===== config.mk =====
export PLATFORM = sky130hd
export DESIGN_NAME = nn_config_sequencer_flat
export DESIGN_NICKNAME = d
export VERILOG_FILES = /design/src/rtl/nn_config_sequencer_if.sv /design/src/rtl/nn_config_sequencer.sv /design/src/flat_wrapper.sv
export SDC_FILE = /design/constraint.sdc
export NUM_CORES = 1
export LEC_CHECK = 0
export ABC_AREA = 1
export BUFFER_PORTS_ARGS = -buffer_cell sky130_fd_sc_hd__buf_2
export CORE_MARGIN = 2
export CORE_UTILIZATION = 51
export CTS_CLUSTER_DIAMETER = 50
export DETAILED_ROUTE_END_ITERATION = 16
export PLACE_DENSITY_LB_ADDON = 0.2
export SYNTH_ARGS = -nofsm -noshare
export SYNTH_HDL_FRONTEND = slang
export SYNTH_SLANG_ARGS = --single-unit
export TNS_END_PERCENT = 30

===== constraint.sdc =====
create_clock -name clk -period 3.65 [get_ports clk]
set_input_delay 0.73 -clock clk [delete_from_list [all_inputs] [get_ports clk]]
set_output_delay 0.73 -clock clk [all_outputs]
set_load 0.02 [all_outputs]

===== src/rtl/nn_config_sequencer_if.sv =====
// rtl/nn_config_sequencer_if.sv - config word stream in, shared layer weight/bias bus out
interface nn_config_sequencer_if #(
   parameter int DATA_W = 32
);
   logic [DATA_W-1:0] cfg_data;
   logic              cfg_valid;
   logic              cfg_ready;
   logic [DATA_W-1:0] biasValue;
   logic              biasValid;
   logic [DATA_W-1:0] weightValue;
   logic              weightValid;
   logic [DATA_W-1:0] config_layer_num;
   logic [DATA_W-1:0] config_neuron_num;

   modport master (
      output cfg_data, cfg_valid,
      input  cfg_ready,
      input  biasValue, biasValid, weightValue, weightValid,
      input  config_layer_num, config_neuron_num
   );

   modport slave (
      input  cfg_data, cfg_valid,
      output cfg_ready,
      output biasValue, biasValid, weightValue, weightValid,
      output config_layer_num, config_neuron_num
   );
endinterface


===== src/rtl/nn_config_sequencer.sv =====
// rtl/nn_config_sequencer.sv - walks layer/neuron/weight counters over a flat bias+weight stream
// Optional trailing checksum word enabled by CFG_CHECKSUM_EN.
module nn_config_sequencer #(
   parameter int DATA_W = 32,
   parameter int N1     = 30,
   parameter int N2     = 30,
   parameter int N3     = 10,
   parameter int W1     = 784,
   parameter int W2     = 30,
   parameter int W3     = 30
) (
   input  logic clk,
   input  logic rst,
   input  logic start,
   nn_config_sequencer_if.slave cfg_if,
   output logic busy,
   output logic done,
   output logic infer_en,
   output logic cfg_error
);

   localparam int W_MAX = (W1 > W2) ? ((W1 > W3) ? W1 : W3) : ((W2 > W3) ? W2 : W3);
   localparam int N_MAX = (N1 > N2) ? ((N1 > N3) ? N1 : N3) : ((N2 > N3) ? N2 : N3);
   localparam int WC_W  = $clog2(W_MAX + 1);
   localparam int NC_W  = $clog2(N_MAX + 1);

`ifdef CFG_CHECKSUM_EN
   typedef enum logic [2:0] {IDLE, BIAS, WEIGHT, NEXT, CHECK, DONE} state_t;
`else
   typedef enum logic [2:0] {IDLE, BIAS, WEIGHT, NEXT, DONE} state_t;
`endif

   state_t            state_q, state_d;
   logic [1:0]        layer_q, layer_d;
   logic [NC_W-1:0]   neuron_q, neuron_d;
   logic [WC_W-1:0]   wcnt_q, wcnt_d;
   logic [DATA_W-1:0] bias_value_q, bias_value_d;
   logic [DATA_W-1:0] weight_value_q, weight_value_d;
   logic              bias_valid_q, bias_valid_d;
   logic              weight_valid_q, weight_valid_d;
   logic              infer_en_q, infer_en_d;
   logic              ready;
   logic              hs;
   logic [WC_W-1:0]   w_last;
   logic [NC_W-1:0]   n_last;
`ifdef CFG_CHECKSUM_EN
   logic [31:0]       sum_q, sum_d;
   logic              cfg_error_q, cfg_error_d;
`endif

   always_ff @(posedge clk) begin
      if (rst) begin
         state_q        <= IDLE;
         layer_q        <= 2'd1;
         neuron_q       <= '0;
         wcnt_q         <= '0;
         bias_value_q   <= '0;
         weight_value_q <= '0;
         bias_valid_q   <= 1'b0;
         weight_valid_q <= 1'b0;
         infer_en_q     <= 1'b0;
`ifdef CFG_CHECKSUM_EN
         sum_q          <= '0;
         cfg_error_q    <= 1'b0;
`endif
      end else begin
         state_q        <= state_d;
         layer_q        <= layer_d;
         neuron_q       <= neuron_d;
         wcnt_q         <= wcnt_d;
         bias_value_q   <= bias_value_d;
         weight_value_q <= weight_value_d;
         bias_valid_q   <= bias_valid_d;
         weight_valid_q <= weight_valid_d;
         infer_en_q     <= infer_en_d;
`ifdef CFG_CHECKSUM_EN
         sum_q          <= sum_d;
         cfg_error_q    <= cfg_error_d;
`endif
      end
   end

   // Last weight index and last neuron index of the layer being loaded.
   always_comb begin
      w_last = WC_W'(W3 - 1);
      n_last = NC_W'(N3 - 1);
      case (layer_q)
         2'd1: begin
            w_last = WC_W'(W1 - 1);
            n_last = NC_W'(N1 - 1);
         end
         2'd2: begin
            w_last = WC_W'(W2 - 1);
            n_last = NC_W'(N2 - 1);
         end
         default: ;
      endcase
   end

`ifdef CFG_CHECKSUM_EN
   assign ready = (state_q == BIAS) || (state_q == WEIGHT) || (state_q == CHECK);
`else
   assign ready = (state_q == BIAS) || (state_q == WEIGHT);
`endif
   assign hs = cfg_if.cfg_valid & ready;

   always_comb begin
      state_d        = state_q;
      layer_d        = layer_q;
      neuron_d       = neuron_q;
      wcnt_d         = wcnt_q;
      bias_value_d   = bias_value_q;
      weight_value_d = weight_value_q;
      bias_valid_d   = 1'b0;
      weight_valid_d = 1'b0;
      infer_en_d     = infer_en_q;
      done           = 1'b0;
`ifdef CFG_CHECKSUM_EN
      sum_d          = sum_q;
      cfg_error_d    = cfg_error_q;
`endif
      case (state_q)
         IDLE: begin
            if (start) begin
               state_d    = BIAS;
               layer_d    = 2'd1;
               neuron_d   = '0;
               wcnt_d     = '0;
               infer_en_d = 1'b0;
`ifdef CFG_CHECKSUM_EN
               sum_d       = '0;
               cfg_error_d = 1'b0;
`endif
            end
         end
         BIAS: begin
            if (hs) begin
               bias_valid_d = 1'b1;
               bias_value_d = cfg_if.cfg_data;
               state_d      = WEIGHT;
`ifdef CFG_CHECKSUM_EN
               sum_d = sum_q + 32'(cfg_if.cfg_data);
`endif
            end
         end
         WEIGHT: begin
            if (hs) begin
               weight_valid_d = 1'b1;
               weight_value_d = cfg_if.cfg_data;
`ifdef CFG_CHECKSUM_EN
               sum_d = sum_q + 32'(cfg_if.cfg_data);
`endif
               if (wcnt_q == w_last) begin
                  wcnt_d  = '0;
                  state_d = NEXT;
               end else begin
                  wcnt_d = wcnt_q + 1'b1;
               end
            end
         end
         // Config numbers only move here, after the last weight strobe has gone out.
         NEXT: begin
            if (neuron_q != n_last) begin
               neuron_d = neuron_q + 1'b1;
               state_d  = BIAS;
            end else if (layer_q != 2'd3) begin
               layer_d  = layer_q + 2'd1;
               neuron_d = '0;
               state_d  = BIAS;
            end else begin
`ifdef CFG_CHECKSUM_EN
               state_d = CHECK;
`else
               state_d    = DONE;
               infer_en_d = 1'b1;
`endif
            end
         end
`ifdef CFG_CHECKSUM_EN
         // infer_en is settled on entry to DONE so it rises together with done.
         CHECK: begin
            if (hs) begin
               state_d = DONE;
               if (32'(cfg_if.cfg_data) != sum_q) begin
                  cfg_error_d = 1'b1;
                  infer_en_d  = 1'b0;
               end else begin
                  infer_en_d = 1'b1;
               end
            end
         end
`endif
         DONE: begin
            done    = 1'b1;
            state_d = IDLE;
         end
         default: state_d = IDLE;
      endcase
   end

   assign busy                     = (state_q != IDLE);
   assign infer_en                 = infer_en_q;
`ifdef CFG_CHECKSUM_EN
   assign cfg_error                = cfg_error_q;
`else
   assign cfg_error                = 1'b0;
`endif
   assign cfg_if.cfg_ready         = ready;
   assign cfg_if.biasValue         = bias_value_q;
   assign cfg_if.biasValid         = bias_valid_q;
   assign cfg_if.weightValue       = weight_value_q;
   assign cfg_if.weightValid       = weight_valid_q;
   assign cfg_if.config_layer_num  = DATA_W'(layer_q);
   assign cfg_if.config_neuron_num = DATA_W'(neuron_q);

endmodule


===== src/flat_wrapper.sv =====
// flat-port wrapper written by rule: the top's interface ports become plain ports
module nn_config_sequencer_flat 
#(
   parameter int DATA_W = 32,
   parameter int N1     = 30,
   parameter int N2     = 30,
   parameter int N3     = 10,
   parameter int W1     = 784,
   parameter int W2     = 30,
   parameter int W3     = 30
)
  (clk, rst, start, busy, done, infer_en, cfg_error, cfg_if_cfg_data, cfg_if_cfg_valid, cfg_if_cfg_ready, cfg_if_biasValue, cfg_if_biasValid, cfg_if_weightValue, cfg_if_weightValid, cfg_if_config_layer_num, cfg_if_config_neuron_num);
  nn_config_sequencer_if #(.DATA_W(DATA_W)) cfg_if_i ();
  input  logic clk;
  input  logic rst;
  input  logic start;
  output logic busy;
  output logic done;
  output logic infer_en;
  output logic cfg_error;
  input wire logic [$bits(cfg_if_i.cfg_data)-1:0] cfg_if_cfg_data;
  input wire logic [$bits(cfg_if_i.cfg_valid)-1:0] cfg_if_cfg_valid;
  output wire logic [$bits(cfg_if_i.cfg_ready)-1:0] cfg_if_cfg_ready;
  output wire logic [$bits(cfg_if_i.biasValue)-1:0] cfg_if_biasValue;
  output wire logic [$bits(cfg_if_i.biasValid)-1:0] cfg_if_biasValid;
  output wire logic [$bits(cfg_if_i.weightValue)-1:0] cfg_if_weightValue;
  output wire logic [$bits(cfg_if_i.weightValid)-1:0] cfg_if_weightValid;
  output wire logic [$bits(cfg_if_i.config_layer_num)-1:0] cfg_if_config_layer_num;
  output wire logic [$bits(cfg_if_i.config_neuron_num)-1:0] cfg_if_config_neuron_num;
  assign cfg_if_i.cfg_data = cfg_if_cfg_data;
  assign cfg_if_i.cfg_valid = cfg_if_cfg_valid;
  assign cfg_if_cfg_ready = cfg_if_i.cfg_ready;
  assign cfg_if_biasValue = cfg_if_i.biasValue;
  assign cfg_if_biasValid = cfg_if_i.biasValid;
  assign cfg_if_weightValue = cfg_if_i.weightValue;
  assign cfg_if_weightValid = cfg_if_i.weightValid;
  assign cfg_if_config_layer_num = cfg_if_i.config_layer_num;
  assign cfg_if_config_neuron_num = cfg_if_i.config_neuron_num;
  nn_config_sequencer #(.DATA_W(DATA_W), .N1(N1), .N2(N2), .N3(N3), .W1(W1), .W2(W2), .W3(W3)) u_core (.clk(clk), .rst(rst), .start(start), .cfg_if(cfg_if_i), .busy(busy), .done(done), .infer_en(infer_en), .cfg_error(cfg_error));
endmodule

==> impl_metrics.yaml, run 1 <==
yosys:
  synth.top_cells.by_count: "151 x nor2_1, 87 x dfxtp_1, 70 x o21ai_0"
  yosysSeqAreaShare: 0.442
  syn_avg_cell_area_sq_um: 7.53
  yosysMostFrequentCell: "nor2_1"
  synth_edf_count: 0
  synth_cell_type_count: 29
  syn_inst: 523
  synth_area_sq_mm: 0.00394
  ys_ff_latch: 87
  yosysTopAreaCellShare: 0.442
  synth_area_leader_cell: "dfxtp_1"
  ys_warn_count: 0
  netlist_top_cells_area: "dfxtp_1 44%, nor2_1 14%, buf_4 11%"
  synth_ff_type: "dfxtp_1"
  async_flop_share: 0
global_route:
  gr-total-overflow: 0
  track_usage: 0.209
  first_global_vias: 3015
  antenna_found_initial: 0
  grt_max_degree: 35
  grt_first_pass_wirelength_mm: 14.4
final_layout:
  drive_gt1_frac: 0.245
  antenna_cells: 0
  nets: 669
  filler_cell_count: 706
  multi_input_area_sq_mm: 0.00178
  ff_latch_area_sq_mm: 0.00174
  syn_to_final_growth_pct: 15.4
cts:
  clk_transition_reported_paths_ns: 0.09
  ctsRootBufferMaster: "clkbuf_8"
  cts.repair.resized: 0
  clock_sinks: 87
  htreeDepth: 3
  postCtsSetupRepairBufs: 0
  clk_path_buf_depth: 2
  hold_buffers: 0
  cts_tree: "yes"
  worstSkewPairLatency_ns: 0.35
  numCtsBuffers: 9
placed_design:
  dp_hpwl_mm: 6.20
  gp_congestion: 0.849
  io_buffers: 112
sta:
  rsz0062_at_grt: "no"
  timing.hold.ws_ns: 0.502
  slew_headroom: 0.445
  post-route-min-period_ns: 2.02
  finClkSkew_ns: 0.0107
  setup_viol: 0
  period_share: 0.552
  tns_ns: 0
  drv_slew: 0
  hold_viol_final: 0
  fmax_ghz: 0.496
  worst_slew_pin_slew_ns: 0.831
die:
  ios: 171
  core_sq_mm: 0.00761
  die-area_sq_mm: 0.00844
  num_rows: 32
  dieHeight_um: 91.9
  fp.dieW_um: 91.9
  start_util: 0.518
routing:
  drc: 0
  num_vias: 3436
  drt_iter0_drc: 151
  wirelength_mm: 8.94
  wl_per_cell_um: 12.2
  final_antenna_net_count: 0
  viasPerCell: 4.67
  dr.pass1.iters: 4
critical_path:
  cp_max_fo: 5
  arrival_ns: 1.29
  required_ns: 2.92
  worstSetupStartpointType: "register"
  critPathKind: "reg -> out"
  critPathCaptureType: "output pin"
worst_hold_path:
  hold_path_class: "reg -> reg"
run_status:
  status: "completed"
power:
  p_leak_nw: 2.40
  powerDensity_mw_per_mm2: 657
  peakVddDrop_uv: 342
run:
  cap_violations: 0
==> power by group <==
part | internal (W) | switching [W]
sequential | 0.00112 | 0.000105
clock | 0.000336 | 0.000333
combinational | 0.000318 | 0.000768
total | 0.00178 | 0.00121
==> layout make-up <==
| type | instances | area share |
|---|---|---|
| Multi-Input combinational cell | 386 | 0.392 |
| Clock inverter | 5 | 0.0127 |
| Timing Repair Buffer | 115 | 0.128 |
| Clock buffer | 11 | 0.0311 |
| Sequential cell | 87 | 0.383 |
| Tap cell | 102 | 0.0281 |
| Inverter | 29 | 0.0245 |
==> logic make-up (layout without fill, tap and decap cells) <==
family          count (synthesis)  count (layout)  share of synthesized area
compound gates                 81              81                      0.105
buf+inv                       107             160                      0.160
fa+ha+maj                       5               5                     0.0159
xor+xnor                        6               6                     0.0133
simple gates                  236             236                      0.262
flops                          87              87                      0.442
other cells                     1              58                   0.000952
==> per-stage QoR <==
step | power, W | cells | util | cell area, sq um | setup slack (ns)
2_1_floorplan | 0.00205 | 580 | - | 4150 | 1.96
3_3_place_gp | 0.00230 | 719 | 0.571 | 4340 | 1.37
3_5_place_dp | 0.00233 | 719 | 0.571 | 4340 | 1.33
4_1_cts | 0.00300 | 735 | 0.597 | 4540 | 1.63
5_1_grt | 0.00318 | 735 | 0.597 | 4540 | 1.50
6_report | 0.00298 | 735 | 0.597 | 4540 | 1.63
==> registers in the layout (all words and copies together), names as in the netlist <==
name / cells
u_core.cfg_if.biasValid: 1
u_core.state_q: 3
u_core.wcnt_q: 10
u_core.layer_q: 2
u_core.neuron_q: 5
u_core.infer_en: 1
u_core.cfg_if.biasValue: 32
u_core.cfg_if.weightValid: 1
u_core.cfg_if.weightValue: 32
==> critical path: stages (launching register included) <==
cell     delay [ns]
dfxtp_1        0.47
inv_2          0.10
nand2_1        0.11
nand2_1        0.10
buf_2          0.17
==> path summary, 6_finish.rpt <==
path | from | endpoint | slack [ns] | cells after the start
max | u_core.state_q[1] | cfg_if_cfg_ready | 1.63 | 4
min | u_core.neuron_q[4] | u_core.neuron_q[4] | 0.50 | 2
max reg2reg | u_core.state_q[1] | u_core.wcnt_q[9] | 1.68 | 7
min reg2reg | u_core.neuron_q[4] | u_core.neuron_q[4] | 0.50 | 2
==> metal layers <==
| metal | global-route usage | share of wire | vias to the layer above |
|---|---|---|---|
| met2 | 0.332 | 0.47 | 96 |
| met1 | 0.286 | 0.47 | 1585 |
| met5 | 0 | 0 | - |
| li1 | - | - | 1748 |
| met3 | 0.0460 | 0.060 | 7 |
| met4 | 0.0647 | 0.0077 | 0 |
==> cells in the final DEF (no fill, tap or decap), types with 2 or more instances in the layout <==
cell type  Yosys  routed
nor2_1       151     150
buf_2          8     112
dfxtp_1       87      87
o21ai_0       70      70
conb_1         1      58
nand2_1       46      46
inv_1         21      21
nand3_1       15      15
clkbuf_8       0      10
a21oi_1        9       9
inv_2          7       7
nor2_4         5       5
xor2_1         5       5
ha_1           5       5
nor3_1         4       4
nand2_2        4       4
nand4_1        3       3
buf_4         58       3
nand3_4        2       2
nand2_4        2       2
clkinv_2       0       2
clkinv_4       0       2
No activity file was read; power rests on OpenSTA's default activity.
==> run 2, diff against run 1 <==
CORE_UTILIZATION = 43   (was 51)
clock period = 1.7 ns   (was 3.65 ns; I/O delays follow)
==> impl_metrics.yaml, run 2 (synthesis results as in run 1) <==
run_status:
  status: "completed"
placed_design:
  gp_congestion: 0.841
  io_buffers: 112
  place_ws_ns: 0.0748
  dp_hpwl_mm: 6.72
routing:
  drc: 0
  viasPerCell: 4.68
  wirelength_mm: 9.82
  drt_iter0_drc: 136
  met2_length_mm: 4.56
  highest_layer: "met4"
  final_antenna_net_count: 0
  dr.pass1.iters: 4
  wl_per_cell_um: 13.1
  met3_wirelength_um: 647
  num_vias: 3510
  drt-met1-wl_mm: 4.53
critical_path:
  critPathKind: "reg -> out"
  required_ns: 1.36
  critPathCaptureType: "output pin"
  cp_max_fo: 5
  arrival_ns: 1.30
  worstSetupStartpointType: "register"
die:
  fp.dieW_um: 99.7
  dieHeight_um: 99.7
  ios: 171
  die-area_sq_mm: 0.00994
  start_util: 0.447
  core_sq_mm: 0.00881
  num_rows: 34
power:
  swShare: 0.409
  seqPwrFrac: 0.399
  peakVddDrop_uv: 682
  comb_power_share: 0.373
  netSwitchingPower_w: 0.00269
  p_int_w: 0.00389
  p_leak_nw: 2.44
  powerDensity_mw_per_mm2: 1410
  clkPwrFrac: 0.228
global_route:
  first_global_vias: 3231
  antenna_found_initial: 0
  grt_first_pass_wirelength_mm: 15.5
  grt_max_degree: 35
  track_usage: 0.193
  gr-total-overflow: 0
sta:
  fmax_ghz: 0.611
  period_share: 0.962
  setup_viol: 0
  worst_slack_ns: 0.0639
  tns_ns: 0
  finClkSkew_ns: 0.00903
  drv_slew: 0
  rsz0062_at_grt: "yes"
  post-route-min-period_ns: 1.64
  hold_viol_final: 0
final_layout:
  final_cell_mix: "150 x nor2_1, 112 x buf_2, 85 x dfxtp_1"
  antenna_cells: 0
  syn_to_final_growth_pct: 18.5
  layout_commonest_cell: "nor2_1"
  drive_gt1_frac: 0.271
  nets: 678
cts:
  clock_sinks: 87
  postCtsSetupRepairBufs: 0
  numCtsBuffers: 9
  clk_transition_reported_paths_ns: 0.09
  cts_tree: "yes"
  clk_path_buf_depth: 2
  htreeDepth: 3
  worstSkewPairLatency_ns: 0.35
  ctsRootBufferMaster: "clkbuf_8"
worst_hold_path:
  hold_path_class: "in -> reg"
run:
  cap_violations: 0
-- run 2: power by group through the flow --
stage,logic (W),registers (W),clock network [W]
final,0.00245,0.00263,0.00150
after global routing,0.00272,0.00268,0.00162
after CTS,0.00241,0.00262,0.00153
after detailed placement,0.00240,0.00266,0
after global placement,0.00236,0.00265,0
after floorplan,0.00134,0.00306,0
-- run 2: per-layer routing --
layer	GRT usage	vias up
met3	0.0576	7
met1	0.257	1621
met4	0.0453	0
li1	-	1767
met5	0	-
met2	0.310	115
-- run 2: final timing paths --
kind                                                 endpoint  cells past startpoint  slack, ns           startpoint
worst min-delay path            u_core.cfg_if.weightValue[14]                      3       0.22  cfg_if_cfg_data[14]
worst max-delay path                         cfg_if_cfg_ready                      4       0.06    u_core.state_q[0]
worst min register to register             u_core.neuron_q[4]                      2       0.51   u_core.neuron_q[4]
worst max register to register               u_core.wcnt_q[9]                      8       0.13    u_core.state_q[0]
-- run 2: area by class of cell --
class / count / area [sq um]
timing repair buffer: 123 / 643
multi-input combinational: 387 / 1820
fill: 854 / 4140
tap: 108 / 135
clock buffer: 10 / 138
sequential: 87 / 1740
inverter: 29 / 111
clock inverter: 6 / 68.8
-- run 2: critical path: stages, from the launching register on --
cell and delay, ns:
dfxtp_1 0.32, inv_2 0.12, nand3_4 0.17, nand2_1 0.15, buf_2 0.18
-- run 2: through the flow --
step | hold slack (ns) | total power, W | std cells | util | cell area, sq um
5_1_grt | 0.207 | 0.00702 | 750 | 0.530 | 4660
6_report | 0.220 | 0.00658 | 750 | 0.530 | 4660
2_1_floorplan | 0.475 | 0.00440 | 580 | - | 4150
3_3_place_gp | 0.481 | 0.00501 | 733 | 0.501 | 4410
4_1_cts | 0.211 | 0.00656 | 749 | 0.524 | 4620
3_5_place_dp | 0.492 | 0.00506 | 733 | 0.501 | 4410
-- run 2: repair_timing --
item | CTS | global route
endpoints found under the hold margin | 0 | 0
resized for setup | 0 | 11
hold buffers | 0 | 0
endpoints found under the setup margin | 0 | 24
